## config.mk

```make
export PLATFORM = sky130hd
export DESIGN_NAME = mac_hst_arb
export DESIGN_NICKNAME = d
export VERILOG_FILES = /design/src/rtl/mac_hst_arb.sv
export SDC_FILE = /design/constraint.sdc
export NUM_CORES = 1
export LEC_CHECK = 0
export CORE_ASPECT_RATIO = 0.6
export CORE_MARGIN = 2
export CORE_UTILIZATION = 41
export CTS_BUF_LIST = sky130_fd_sc_hd__clkbuf_4 sky130_fd_sc_hd__clkbuf_8
export DETAILED_ROUTE_END_ITERATION = 6
export PLACE_DENSITY = 0.88
export SYNTH_ARGS = -nofsm -noshare
export SYNTH_HDL_FRONTEND = slang
export SYNTH_SLANG_ARGS = --single-unit
```

## constraint.sdc

```tcl
create_clock -name host_clk -period 2.21 [get_ports host_clk]
set_clock_uncertainty 0.1 [all_clocks]
set_input_delay 0.221 -clock host_clk [delete_from_list [all_inputs] [get_ports host_clk]]
set_output_delay 0.221 -clock host_clk [all_outputs]
set_load 0.005 [all_outputs]
```

## src/rtl/mac_hst_arb.sv

```systemverilog
// Host-port arbiter/sequencer for the 10G MAC: round-robin between ports A and B,
// runs one config-register or MDIO transaction at a time. Optional MDIO watchdog: MAC_HST_ARB_TIMEOUT_EN.
module mac_hst_arb #(
  parameter int CFG_RD_LAT  = 2,
  parameter int TIMEOUT_CYC = 50000
) (
  input  logic        host_clk,
  input  logic        host_reset,
  input  logic        a_req,
  input  logic [1:0]  a_opcode,
  input  logic [9:0]  a_addr,
  input  logic [31:0] a_wr_data,
  input  logic        a_miim_sel,
  output logic        a_ack,
  output logic        a_done,
  input  logic        b_req,
  input  logic [1:0]  b_opcode,
  input  logic [9:0]  b_addr,
  input  logic [31:0] b_wr_data,
  input  logic        b_miim_sel,
  output logic        b_ack,
  output logic        b_done,
  output logic [31:0] rd_data,
  output logic        err,
  output logic [1:0]  host_opcode,
  output logic [9:0]  host_addr,
  output logic [31:0] host_wr_data,
  output logic        host_miim_sel,
  output logic        host_req,
  input  logic [31:0] host_rd_data,
  input  logic        host_miim_rdy
);

  if (CFG_RD_LAT < 2 || TIMEOUT_CYC < 1 || TIMEOUT_CYC > 65535) begin : g_bad_param
    $error("mac_hst_arb: CFG_RD_LAT must be >= 2 and TIMEOUT_CYC in 1..65535");
  end

  typedef enum logic [2:0] {
    IDLE, ISSUE, CFG_WAIT, MDIO_RDY, MDIO_REQ, MDIO_GUARD, MDIO_WAIT, DONE
  } state_t;

  state_t      state, state_nx;
  logic        last_b, last_b_nx;
  logic        gnt_b, gnt_b_nx;
  logic [15:0] cnt, cnt_nx;
  logic        fin;
  logic        pick_b;

  logic [1:0]  cmd_opcode, cmd_opcode_nx;
  logic [9:0]  cmd_addr, cmd_addr_nx;
  logic [31:0] cmd_wr_data, cmd_wr_data_nx;
  logic        cmd_miim_sel, cmd_miim_sel_nx;

  logic        a_ack_nx, b_ack_nx, a_done_nx, b_done_nx;
  logic [31:0] rd_data_nx;
  logic [1:0]  host_opcode_nx;
  logic [9:0]  host_addr_nx;
  logic [31:0] host_wr_data_nx;
  logic        host_miim_sel_nx, host_req_nx;

`ifdef MAC_HST_ARB_TIMEOUT_EN
  logic [15:0] tmo_cnt, tmo_cnt_nx;
  logic        err_q, err_nx;
  assign err = err_q;
`else
  assign err = 1'b0;
`endif

  // Both requesting: the side that did not win last time goes first.
  assign pick_b = b_req && (!a_req || !last_b);

  always_comb begin
    state_nx         = state;
    last_b_nx        = last_b;
    gnt_b_nx         = gnt_b;
    cnt_nx           = cnt;
    fin              = 1'b0;
    cmd_opcode_nx    = cmd_opcode;
    cmd_addr_nx      = cmd_addr;
    cmd_wr_data_nx   = cmd_wr_data;
    cmd_miim_sel_nx  = cmd_miim_sel;
    a_ack_nx         = 1'b0;
    b_ack_nx         = 1'b0;
    a_done_nx        = 1'b0;
    b_done_nx        = 1'b0;
    rd_data_nx       = rd_data;
    host_opcode_nx   = 2'b11;
    host_addr_nx     = '0;
    host_wr_data_nx  = '0;
    host_miim_sel_nx = 1'b0;
    host_req_nx      = 1'b0;
`ifdef MAC_HST_ARB_TIMEOUT_EN
    tmo_cnt_nx       = '0;
    err_nx           = 1'b0;
`endif
    case (state)
      IDLE: begin
        if (a_req || b_req) begin
          gnt_b_nx        = pick_b;
          last_b_nx       = pick_b;
          cmd_opcode_nx   = pick_b ? b_opcode   : a_opcode;
          cmd_addr_nx     = pick_b ? b_addr     : a_addr;
          cmd_wr_data_nx  = pick_b ? b_wr_data  : a_wr_data;
          cmd_miim_sel_nx = pick_b ? b_miim_sel : a_miim_sel;
          a_ack_nx        = !pick_b;
          b_ack_nx        = pick_b;
          state_nx        = ISSUE;
        end
      end
      ISSUE: begin
        cnt_nx = '0;
        if (cmd_miim_sel) begin
          host_miim_sel_nx = 1'b1;
          state_nx         = MDIO_RDY;
        end else begin
          host_opcode_nx  = cmd_opcode;
          host_addr_nx    = cmd_addr;
          host_wr_data_nx = cmd_wr_data;
          state_nx        = CFG_WAIT;
        end
      end
      CFG_WAIT: begin
        if (cnt == 16'(CFG_RD_LAT - 1)) begin
          if (cmd_opcode[1]) rd_data_nx = host_rd_data;
          fin = 1'b1;
        end else begin
          cnt_nx = cnt + 16'd1;
        end
      end
      MDIO_RDY: begin
        host_miim_sel_nx = 1'b1;
        if (host_miim_rdy) begin
          host_req_nx     = 1'b1;
          host_opcode_nx  = cmd_opcode;
          host_addr_nx    = cmd_addr;
          host_wr_data_nx = {16'b0, cmd_wr_data[15:0]};
          state_nx        = MDIO_REQ;
        end
`ifdef MAC_HST_ARB_TIMEOUT_EN
        else if (tmo_cnt == 16'(TIMEOUT_CYC - 1)) begin
          fin        = 1'b1;
          err_nx     = 1'b1;
          rd_data_nx = 32'hDEAD_0000;
        end else begin
          tmo_cnt_nx = tmo_cnt + 16'd1;
        end
`endif
      end
      MDIO_REQ: begin
        host_miim_sel_nx = 1'b1;
        cnt_nx           = '0;
        state_nx         = MDIO_GUARD;
      end
      MDIO_GUARD: begin
        // The MAC may still show rdy from the previous access; ignore it here.
        host_miim_sel_nx = 1'b1;
        if (cnt == 16'd1) state_nx = MDIO_WAIT;
        else              cnt_nx   = cnt + 16'd1;
      end
      MDIO_WAIT: begin
        host_miim_sel_nx = 1'b1;
        if (host_miim_rdy) begin
          if (cmd_opcode[1]) rd_data_nx = {16'b0, host_rd_data[15:0]};
          fin = 1'b1;
        end
`ifdef MAC_HST_ARB_TIMEOUT_EN
        else if (tmo_cnt == 16'(TIMEOUT_CYC - 1)) begin
          fin        = 1'b1;
          err_nx     = 1'b1;
          rd_data_nx = 32'hDEAD_0000;
        end else begin
          tmo_cnt_nx = tmo_cnt + 16'd1;
        end
`endif
      end
      DONE:    state_nx = IDLE;
      default: state_nx = IDLE;
    endcase
    if (fin) begin
      state_nx         = DONE;
      a_done_nx        = !gnt_b;
      b_done_nx        = gnt_b;
      host_miim_sel_nx = 1'b0;
    end
  end

  always_ff @(posedge host_clk) begin
    if (host_reset) begin
      state         <= IDLE;
      last_b        <= 1'b1;
      gnt_b         <= 1'b0;
      cnt           <= '0;
      a_ack         <= 1'b0;
      b_ack         <= 1'b0;
      a_done        <= 1'b0;
      b_done        <= 1'b0;
      rd_data       <= '0;
      host_opcode   <= 2'b11;
      host_addr     <= '0;
      host_wr_data  <= '0;
      host_miim_sel <= 1'b0;
      host_req      <= 1'b0;
`ifdef MAC_HST_ARB_TIMEOUT_EN
      tmo_cnt       <= '0;
      err_q         <= 1'b0;
`endif
    end else begin
      state         <= state_nx;
      last_b        <= last_b_nx;
      gnt_b         <= gnt_b_nx;
      cnt           <= cnt_nx;
      a_ack         <= a_ack_nx;
      b_ack         <= b_ack_nx;
      a_done        <= a_done_nx;
      b_done        <= b_done_nx;
      rd_data       <= rd_data_nx;
      host_opcode   <= host_opcode_nx;
      host_addr     <= host_addr_nx;
      host_wr_data  <= host_wr_data_nx;
      host_miim_sel <= host_miim_sel_nx;
      host_req      <= host_req_nx;
`ifdef MAC_HST_ARB_TIMEOUT_EN
      tmo_cnt       <= tmo_cnt_nx;
      err_q         <= err_nx;
`endif
    end
  end

  // Latched command fields are pure data and need no reset.
  always_ff @(posedge host_clk) begin
    cmd_opcode   <= cmd_opcode_nx;
    cmd_addr     <= cmd_addr_nx;
    cmd_wr_data  <= cmd_wr_data_nx;
    cmd_miim_sel <= cmd_miim_sel_nx;
  end

endmodule

```

## After elaboration in Yosys (flattened, before gate mapping)

Cells that the tools add are included.
W data, S select, Z words.

| operators by class | value |
|---|---|
| add/subtract/negate cells | 1 |
| equal/unequal tests | 16 |
| muxes and demuxes | 31 |
| bitwise gates (word level) | 4 |
| reductions and logical operators | 22 |

Operators with widths:

| operator | count |
|---|---|
| $mux W32 | 6 |
| $pmux W32 S2 | 2 |
| $mux W16 | 2 |
| $pmux W16 S2 | 1 |
| $mux W10 | 3 |
| $pmux W10 S2 | 1 |
| $pmux W3 S6 | 1 |
| $add A16 B1 Y16 const B | 1 |
| $eq A16 B1 Y1 const B | 1 |
| $eq A3 B3 Y1 const B | 4 |
| $mux W3 | 4 |
| $ne A2 B2 Y1 const B | 5 |
| $reduce_or A2 Y1 | 5 |
| $ne A3 B3 Y1 const B | 3 |
| $reduce_bool A7 Y1 | 1 |
| $eq A3 B2 Y1 const B | 2 |
| $mux W2 | 3 |
| $mux W1 | 5 |
| $reduce_and A5 Y1 | 1 |
| $logic_not A1 Y1 | 4 |
| $not A1 Y1 | 4 |
| $pmux W1 S2 | 2 |
| $pmux W2 S2 | 1 |
| $reduce_and A2 Y1 | 2 |
| 8 further kinds | 10 |

| storage, ports and cells | value |
|---|---|
| register bits after elaboration | 148 |
| output and inout bits | 83 |

## Logic depth before layout (Yosys ltp)

Gate-level depths: netlist (run 1).

| logic depth | value |
|---|---|
| word-level depth | 5 |
| mapped depth | 9 |

## Least setup slack after synthesis (run 1)

Ideal clock, no wire load.

| timing | value |
|---|---|
| path kind | register -> register |
| start | register state[1] |
| end | register cmd_addr[0], enable pin |
| data arrival time | 1.902 ns |
| required time | 1.711 ns |
| setup slack | -0.192 ns |
| stages on the path, launching flop included | 5 |
| period minus slack after synthesis | 2.402 ns |
| cells stage by stage | dfxtp_1 -> clkbuf_1 -> nor3_1 -> o21ai_1 -> inv_1 |

| between the ends | value |
|---|---|
| cells in the longest elaborated chain, start to end | 2 |

Ends and longest elaborated chain:

| what | line | RTL |
|---|---|---|
| start, declared | 42 | `state_t state, state_nx;` |
| start signal, assigned | 208 | `state <= state_nx;` |
| $logic_not A3 Y1 | 96 | `case (state)` |
| $reduce_and A2 Y1 (no source line) | n/a |  |
| end signal, assigned | 232 | `cmd_addr <= cmd_addr_nx;` |
| end, declared | 50 | `logic [9:0] cmd_addr, cmd_addr_nx;` |

No other way between the ends.
A chain may end at the register's enable or synchronous reset.

## Final worst setup path (run 1)

| timing | value |
|---|---|
| start | register state[0] |
| end | register cnt[6] |

| between the ends | value |
|---|---|
| cells in the longest elaborated chain, start to end | 4 |
| elaborated cells between the ends (all ways) | 10 |
| those cells by class | eq/ne: 5; mux: 1; reduce/logical: 4 |

Ends and longest elaborated chain:

| what | line | RTL |
|---|---|---|
| $eq A3 B3 Y1, or another cell as far along | 96 |  |
| $reduce_or A2 Y1 (no source line) | n/a |  |
| $ne A2 B2 Y1 (no source line) / $reduce_bool A2 Y1 (equally long branches) | n/a |  |
| $reduce_and A2 Y1 (no source line) | n/a |  |
| end signal, assigned | 211 | `cnt <= cnt_nx;` |
| end, declared | 45 | `logic [15:0] cnt, cnt_nx;` |

Parallel ways exist; a longest one is shown, timed or not.

==> flow_summary.yaml, run 1 <==
run_status:
  outcome: "completed"
floorplanning:
  rows: 33
  die_x_um: 157
  initial_core_util: 0.420
  dieArea_um2: 15000
  die_h_um: 95.7
  coreArea_um2: 13700
  io_pins: 210
detailed_routing:
  wirelength_um: 13700
  first_pass_iters: 4
  drt_iter0_markers: 230
  vias: 4416
  via_per_inst: 4.83
  drc: 0
  drtAntennaViolNets: 0
  wl_per_cell_um: 15.0
grt:
  grt_max_degree: 46
  antenna_found_initial: 0
  grt_util_all_layers: 0.189
  grt_pass1_vias: 4471
  grt_pass1_wl_um: 22000
  overflow: 0
clocking:
  clock_sinks: 148
  clk_pin_slew_ps: 90
  cts_resized: 0
  cts_setup_buffers: 0
  cts_tree: "done"
  ctsHoldBuffers: 0
  htree_levels: 4
  clkLatencyLatePin_ps: 430
  cts_root_buf: "clkbuf_8"
  cts_buffer_depth: 2
  numCtsBuffers: 17
critical_path:
  cp-start-kind: "flop"
  cp_cell_sequence: "and3b_1 > nor2_2 > or4_1 > a21oi_1"
  crit_slowest_cell: "dfxtp_1"
  critPathArrivalTime_ps: 2280
  path_max_fanout: 20
  required_ps: 2470
  slowest_delay_ps: 610
  criticalPathCategory: "reg -> reg"
  cp-end-kind: "flop"
sta:
  min_period_over_period: 0.916
  maxSlewViolCount: 0
  fin_crit_ps: 2020
  relSlewSlack: 0.544
  rsz0062_at_grt: "false"
  fin_tns_setup_ps: 0
  setup_viol: 0
  worst_slack_ps: 186
  clock.fmax_mhz: 494
  hold_violations: 0
  tightestPinTransition_ps: 683
finish:
  layout_commonest_cell: "clkdlybuf4s50_1"
  areaGrowthSynthToFinish_pct: 48.5
  layout_common_cells: "clkdlybuf4s50_1 (208), dfxtp_1 (103), nand2_1 (74), mux2_1 (45), edfxtp_1 (45)"
  diodes: 0
  final_layout_size_suffix_gt1_frac: 0.0830
  finalNonFillerCells: 915
  fin_area_um2: 8530
  nNetsFinal: 839
synthesis:
  syn-num-nets: 622
  ys_seq_elements: 148
  avgSynthCellArea_um2: 11.7
  yosysUniqueCellTypes: 50
  synth_top_area_frac: 0.359
  seq_area_frac_synth: 0.594
  synthTopCellsByArea: "dfxtp_1 (36%), edfxtp_1 (24%), mux2_1 (8.8%)"
  syn_inst: 493
  synth_warnings: 0
  yosysTopAreaCell: "dfxtp_1"
  synth-async-reset-ratio: 0
  synth-main-ff-cell: "dfxtp_1"
  syn_area_um2: 5740
  synth_edf_count: 45
pwr:
  irDropWorstVdd_v: 0.000500
  p_leak_nw: 3.29
  p_total_mw: 7.73
  p_per_area_nw_per_um2: 907
placed_design:
  dp.cells: 883
  port-buffer-count: 208
  pre_cts_slack_ps: 136
  place_congestion: 0.875
  dp.final_hpwl_um: 10400
  dpl-instance-area_um2: 8140
hold_path:
  hold_class: "in -> reg"
job:
  maxCapViolations: 0
## synthesized netlist by cell type (3+ instances only)
cell and instances:
o31ai_1 11, buf_6 4, o21ai_0 3, o21ai_1 6, and4_1 3, dfxtp_1 103
mux2_1 45, or4_1 11, inv_1 6, nor2_1 6, nand2_1 74, nand3_1 6
and2_1 43, buf_4 3, o211ai_1 4, clkbuf_1 11, a21oi_1 20, mux2i_1 32
and3_1 3, nor3_1 6, edfxtp_1 45, buf_2 8, or3_1 6
## layer usage
layer | part of all wire | vias to the layer above | global-route usage | wire (um)
li1 | - | 2174 | - | -
met1 | 0.42 | 2057 | 0.225 | 5820
met2 | 0.49 | 166 | 0.325 | 6680
met3 | 0.076 | 19 | 0.0668 | 1040
met4 | 0.014 | 0 | 0.0604 | 197
met5 | 0 | - | 0 | 0
## logic make-up after synthesis
logic type / count (synthesis) / share of synthesized area
and+or+nand+nor: 171 / 0.157
DFF: 148 / 0.594
muxes: 77 / 0.144
AOI/OAI and AO/OA: 56 / 0.0638
buffers and inverters: 36 / 0.0325
adders and majority gates: 2 / 0.00436
xor gates and xnor gates: 2 / 0.00305
other: 1 / 0.000653
## area by class of cell
class                      count  area [um^2]
fill                         999         5140
inverter                       8         33.8
multi-input combinational    309         2160
tap                          192          240
clock buffer                  18          248
timing repair buffer         226         2290
sequential                   148         3410
clock inverter                14          136
## stage by stage
stage / utilization / hold WS [ps]
after floorplan: - / 260
after global placement: 0.596 / 318
after detailed placement: 0.596 / 317
after CTS: 0.624 / 207
after global routing: 0.624 / 225
final: 0.624 / 235
## registers in the layout, summed over array words and instances (netlist names), 2 cells and up
signal and cells:
state 3, rd_data 32, cmd_wr_data 32, cnt 16
host_addr 10, cmd_addr 10, host_opcode 2, host_wr_data 32
cmd_opcode 2
## report_power, final
part	leakage (nW)	internal, mW	total (mW)	switching [mW]
registers	1.27	3.49	3.72	0.229
logic	1.83	1.02	2.02	1.00
clock network	0.194	0.863	1.99	1.13
total	3.29	5.37	7.73	2.36
## final timing paths
path | from | endpoint | slack, ps | depth (start not counted)
max reg2reg | state[0] | cnt[6] | 190 | 4
min reg2reg | cmd_opcode[0] | host_opcode[0] | 340 | 1
max | state[0] | cnt[6] | 190 | 4
min | host_rd_data[26] | rd_data[26] | 240 | 3
## critical path: cells and delay by family (launching register included)
family	cells	cell delay [ps]
DFF	1	610
and+or+nand+nor	3	1070
AOI/OAI and AO/OA	1	170
(Power assumes the default switching activity.)
==> inputs of run 2 (changes only) <==
--- a/config.mk
+++ b/config.mk
@@ -7,10 +7,10 @@
 export LEC_CHECK = 0
 export CORE_ASPECT_RATIO = 0.6
 export CORE_MARGIN = 2
-export CORE_UTILIZATION = 41
+export CORE_UTILIZATION = 42
 export CTS_BUF_LIST = sky130_fd_sc_hd__clkbuf_4 sky130_fd_sc_hd__clkbuf_8
 export DETAILED_ROUTE_END_ITERATION = 6
-export PLACE_DENSITY = 0.88
+export PLACE_DENSITY = 0.89
 export SYNTH_ARGS = -nofsm -noshare
 export SYNTH_HDL_FRONTEND = slang
 export SYNTH_SLANG_ARGS = --single-unit
==> flow_summary.yaml, run 2 (synthesized netlist as in run 1, its figures left out) <==
placed_design:
  place_congestion: 0.842
  port-buffer-count: 208
  dp.cells: 867
  dp.final_hpwl_um: 10400
finish:
  areaGrowthSynthToFinish_pct: 47.3
  layout_common_cells: "clkdlybuf4s50_1 (208), dfxtp_1 (103), nand2_1 (74), mux2_1 (45), edfxtp_1 (45)"
  finalNonFillerCells: 899
  top_regs: "cmd_wr_data x32, host_wr_data x32, rd_data x32"
  layout_commonest_cell: "clkdlybuf4s50_1"
  final_layout_size_suffix_gt1_frac: 0.0829
  diodes: 0
  utilization: 0.627
  nFillCells: 1077
  multiInputGateArea_um2: 2160
  seq_area_um2: 3410
  nNetsFinal: 840
grt:
  grt_util_all_layers: 0.191
  antenna_found_initial: 0
  grt_pass1_wl_um: 22100
  overflow: 0
  grt_pass1_vias: 4567
  grt_max_degree: 52
floorplanning:
  dieArea_um2: 14700
  die_h_um: 94.6
  initial_core_util: 0.425
  io_pins: 210
  coreArea_um2: 13500
  rows: 33
  die_x_um: 155
critical_path:
  critPathArrivalTime_ps: 2270
  cp-end-kind: "flop"
  path_max_fanout: 18
  criticalPathCategory: "reg -> reg"
  cp-start-kind: "flop"
  required_ps: 2460
detailed_routing:
  drt_iter0_markers: 193
  first_pass_iters: 4
  via_per_inst: 5.01
  wirelength_um: 13900
  vias: 4503
  drc: 0
  drtAntennaViolNets: 0
  wl_per_cell_um: 15.5
sta:
  fin_crit_ps: 2030
  setup_viol: 0
  maxSlewViolCount: 0
  min_period_over_period: 0.917
  rsz0062_at_grt: "false"
  hold_violations: 0
  fin_tns_setup_ps: 0
  whs_ps: 242
  relSlewSlack: 0.508
  tightestPinTransition_ps: 737
  clock.fmax_mhz: 493
clocking:
  cts_resized: 0
  cts_tree: "done"
  numCtsBuffers: 17
  clock_sinks: 148
  clk_pin_slew_ps: 90
  htree_levels: 4
  cts_setup_buffers: 0
  cts_root_buf: "clkbuf_8"
  clkLatencyLatePin_ps: 420
  cts_buffer_depth: 2
  ctsHoldBuffers: 0
hold_path:
  hold_class: "in -> reg"
pwr:
  p_leak_nw: 3.27
  p_per_area_nw_per_um2: 903
  p_total_mw: 7.64
  irDropWorstVdd_v: 0.000468
job:
  maxCapViolations: 0
run_status:
  outcome: "completed"
[run 2: stage by stage]
stage | cell area (um^2) | setup WS (ps)
2_1_floorplan | 5750 | 5.07
3_3_place_gp | 8120 | 257
3_5_place_dp | 8120 | 198
4_1_cts | 8460 | 178
5_1_grt | 8460 | 31.4
6_report | 8460 | 183
[run 2: worst max-delay path: stages, from the launching register on]
cell	delay, ps
dfxtp_1	360
ha_1	210
nor4b_1	130
and4_1	300
buf_12	200
or4_1	500
a21oi_1	160
[run 2: path summary, 6_finish.rpt]
kind | slack (ps) | to | from | cells past startpoint
max | 180 | cnt[3] | cnt[0] | 6
min | 240 | rd_data[2] | host_rd_data[2] | 3
max reg2reg | 180 | cnt[3] | cnt[0] | 6
min reg2reg | 340 | host_wr_data[25] | cmd_wr_data[25] | 1
[run 2: metal layers]
layer	GRT usage	routed length [um]	part of all wire	vias up
met4	0.0748	297	0.021	0
li1	-	-	-	2174
met3	0.0620	1090	0.079	25
met5	0	0	0	-
met1	0.225	5920	0.43	2138
met2	0.329	6600	0.47	166
[run 2: final cells by class]
cell class | count | share of cell area
sequential | 148 | 0.403
timing repair buffer | 227 | 0.270
multi-input combinational | 309 | 0.256
clock buffer | 18 | 0.0285
tap | 175 | 0.0259
clock inverter | 14 | 0.0120
inverter | 8 | 0.00399
[run 2: power breakdown]
group          internal, mW  total, mW  switching, mW
Combinational          1.03       2.10           1.07
Clock                 0.797       1.83           1.03
Sequential             3.49       3.70          0.210
==> inputs of run 3 (changes only) <==
--- a/config.mk
+++ b/config.mk
@@ -6,7 +6,7 @@
 export NUM_CORES = 1
 export LEC_CHECK = 0
 export CORE_ASPECT_RATIO = 0.6
-export CORE_MARGIN = 2
+export CORE_MARGIN = 4
 export CORE_UTILIZATION = 42
 export CTS_BUF_LIST = sky130_fd_sc_hd__clkbuf_4 sky130_fd_sc_hd__clkbuf_8
 export DETAILED_ROUTE_END_ITERATION = 6
==> flow_summary.yaml, run 3 (synthesized netlist as in run 1, its figures left out) <==
detailed_routing:
  wl_per_cell_um: 16.5
  via_per_inst: 5.02
  drc: 0
  vias: 4469
  drt_iter0_markers: 236
  drtAntennaViolNets: 0
  wirelength_um: 14700
  first_pass_iters: 4
sta:
  hold_violations: 0
  clock.fmax_mhz: 487
  fin_tns_setup_ps: 0
  relSlewSlack: 0.520
  setup_viol: 0
  tightestPinTransition_ps: 720
  fin_crit_ps: 2050
  worst_slack_ps: 157
  min_period_over_period: 0.929
  rsz0062_at_grt: "false"
  maxSlewViolCount: 0
grt:
  grt_max_degree: 48
  grt_util_all_layers: 0.186
  antenna_found_initial: 0
  grt_pass1_vias: 4567
  grt_pass1_wl_um: 23500
  overflow: 0
finish:
  top_regs: "cmd_wr_data x32, host_wr_data x32, rd_data x32"
  seq_area_um2: 3410
  layout_common_cells: "clkdlybuf4s50_1 (208), dfxtp_1 (103), nand2_1 (74), mux2_1 (45), edfxtp_1 (45)"
  areaGrowthSynthToFinish_pct: 47.5
  layout_commonest_cell: "clkdlybuf4s50_1"
  final_layout_size_suffix_gt1_frac: 0.0792
  diodes: 0
  nFillCells: 994
  multiInputGateArea_um2: 2160
  nNetsFinal: 836
critical_path:
  startpoint: "cnt[0]"
  cp-end-kind: "flop"
  path_max_fanout: 32
  criticalPathCategory: "reg -> reg"
  cp-start-kind: "flop"
  rrSetupSlack_ps: 160
  required_ps: 2460
  critPathArrivalTime_ps: 2300
  r2r_start: "cnt[0]"
pwr:
  p_leak_nw: 3.27
  irDropWorstVdd_v: 0.000607
  p_per_area_nw_per_um2: 924
placed_design:
  place_congestion: 0.838
  port-buffer-count: 208
  dp.final_hpwl_um: 10900
  pre_cts_slack_ps: 172
clocking:
  clkLatencyLatePin_ps: 420
  numCtsBuffers: 17
  clk_pin_slew_ps: 90
  cts_resized: 0
  cts_tree: "done"
  ctsHoldBuffers: 0
  clock_sinks: 148
  htree_levels: 4
  cts_root_buf: "clkbuf_8"
  cts_buffer_depth: 2
  cts_setup_buffers: 0
floorplanning:
  rows: 32
  die_h_um: 98.6
  die_x_um: 159
  coreArea_um2: 13100
  dieArea_um2: 15700
  io_pins: 210
  initial_core_util: 0.439
job:
  maxCapViolations: 0
hold_path:
  hold_class: "in -> reg"
  hp-start: "host_rd_data[26]"
run_status:
  outcome: "completed"
==> run 3: metrics by stage <==
| step | hold WS [ps] | area [um^2] | utilization | std cells | total power, mW |
|---|---|---|---|---|---|
| after floorplan | 260 | 5750 | - | 493 | 4.76 |
| after global placement | 316 | 8070 | 0.616 | 858 | 5.66 |
| after detailed placement | 313 | 8070 | 0.616 | 858 | 5.78 |
| after CTS | 197 | 8470 | 0.647 | 890 | 7.92 |
| after global routing | 209 | 8470 | 0.647 | 890 | 8.25 |
| final | 236 | 8470 | 0.647 | 890 | 7.83 |
==> run 3: cell type report <==
cell class,instances,share of cell area
flip-flops and latches,148,0.403
repair buffers,223,0.265
multi-input cells,309,0.256
clock buffers,18,0.0292
well taps,170,0.0251
clock inverters,14,0.0183
inverters,8,0.00399
==> run 3: path summary, 6_finish.rpt <==
| path | endpoint | depth (start not counted) |
|---|---|---|
| min reg2reg | host_opcode[0] | 1 |
| min | rd_data[26] | 3 |
| max reg2reg | rd_data[11] | 7 |
| max | rd_data[11] | 7 |
==> run 3: report_power, final <==
| group | total [mW] | switching (mW) | internal (mW) |
|---|---|---|---|
| clock | 2.11 | 1.13 | 0.979 |
| sequential | 3.73 | 0.238 | 3.50 |
| combinational | 1.99 | 1.03 | 0.960 |
==> run 3: critical path, cell delays in order (launching register included) <==
cell     delay [ps]
dfxtp_1         420
ha_1            170
nor4b_1         300
and4_1          270
buf_4           180
a31oi_4         100
buf_12          190
mux2i_1         220
==> run 3: per-layer routing <==
metal  vias up  global-route usage  part of all wire
li1       2175                   -                 -
met1      2102               0.225              0.43
met2       173               0.308              0.48
met3        19              0.0644             0.077
met4         0              0.0733             0.016
met5         -                   0                 0
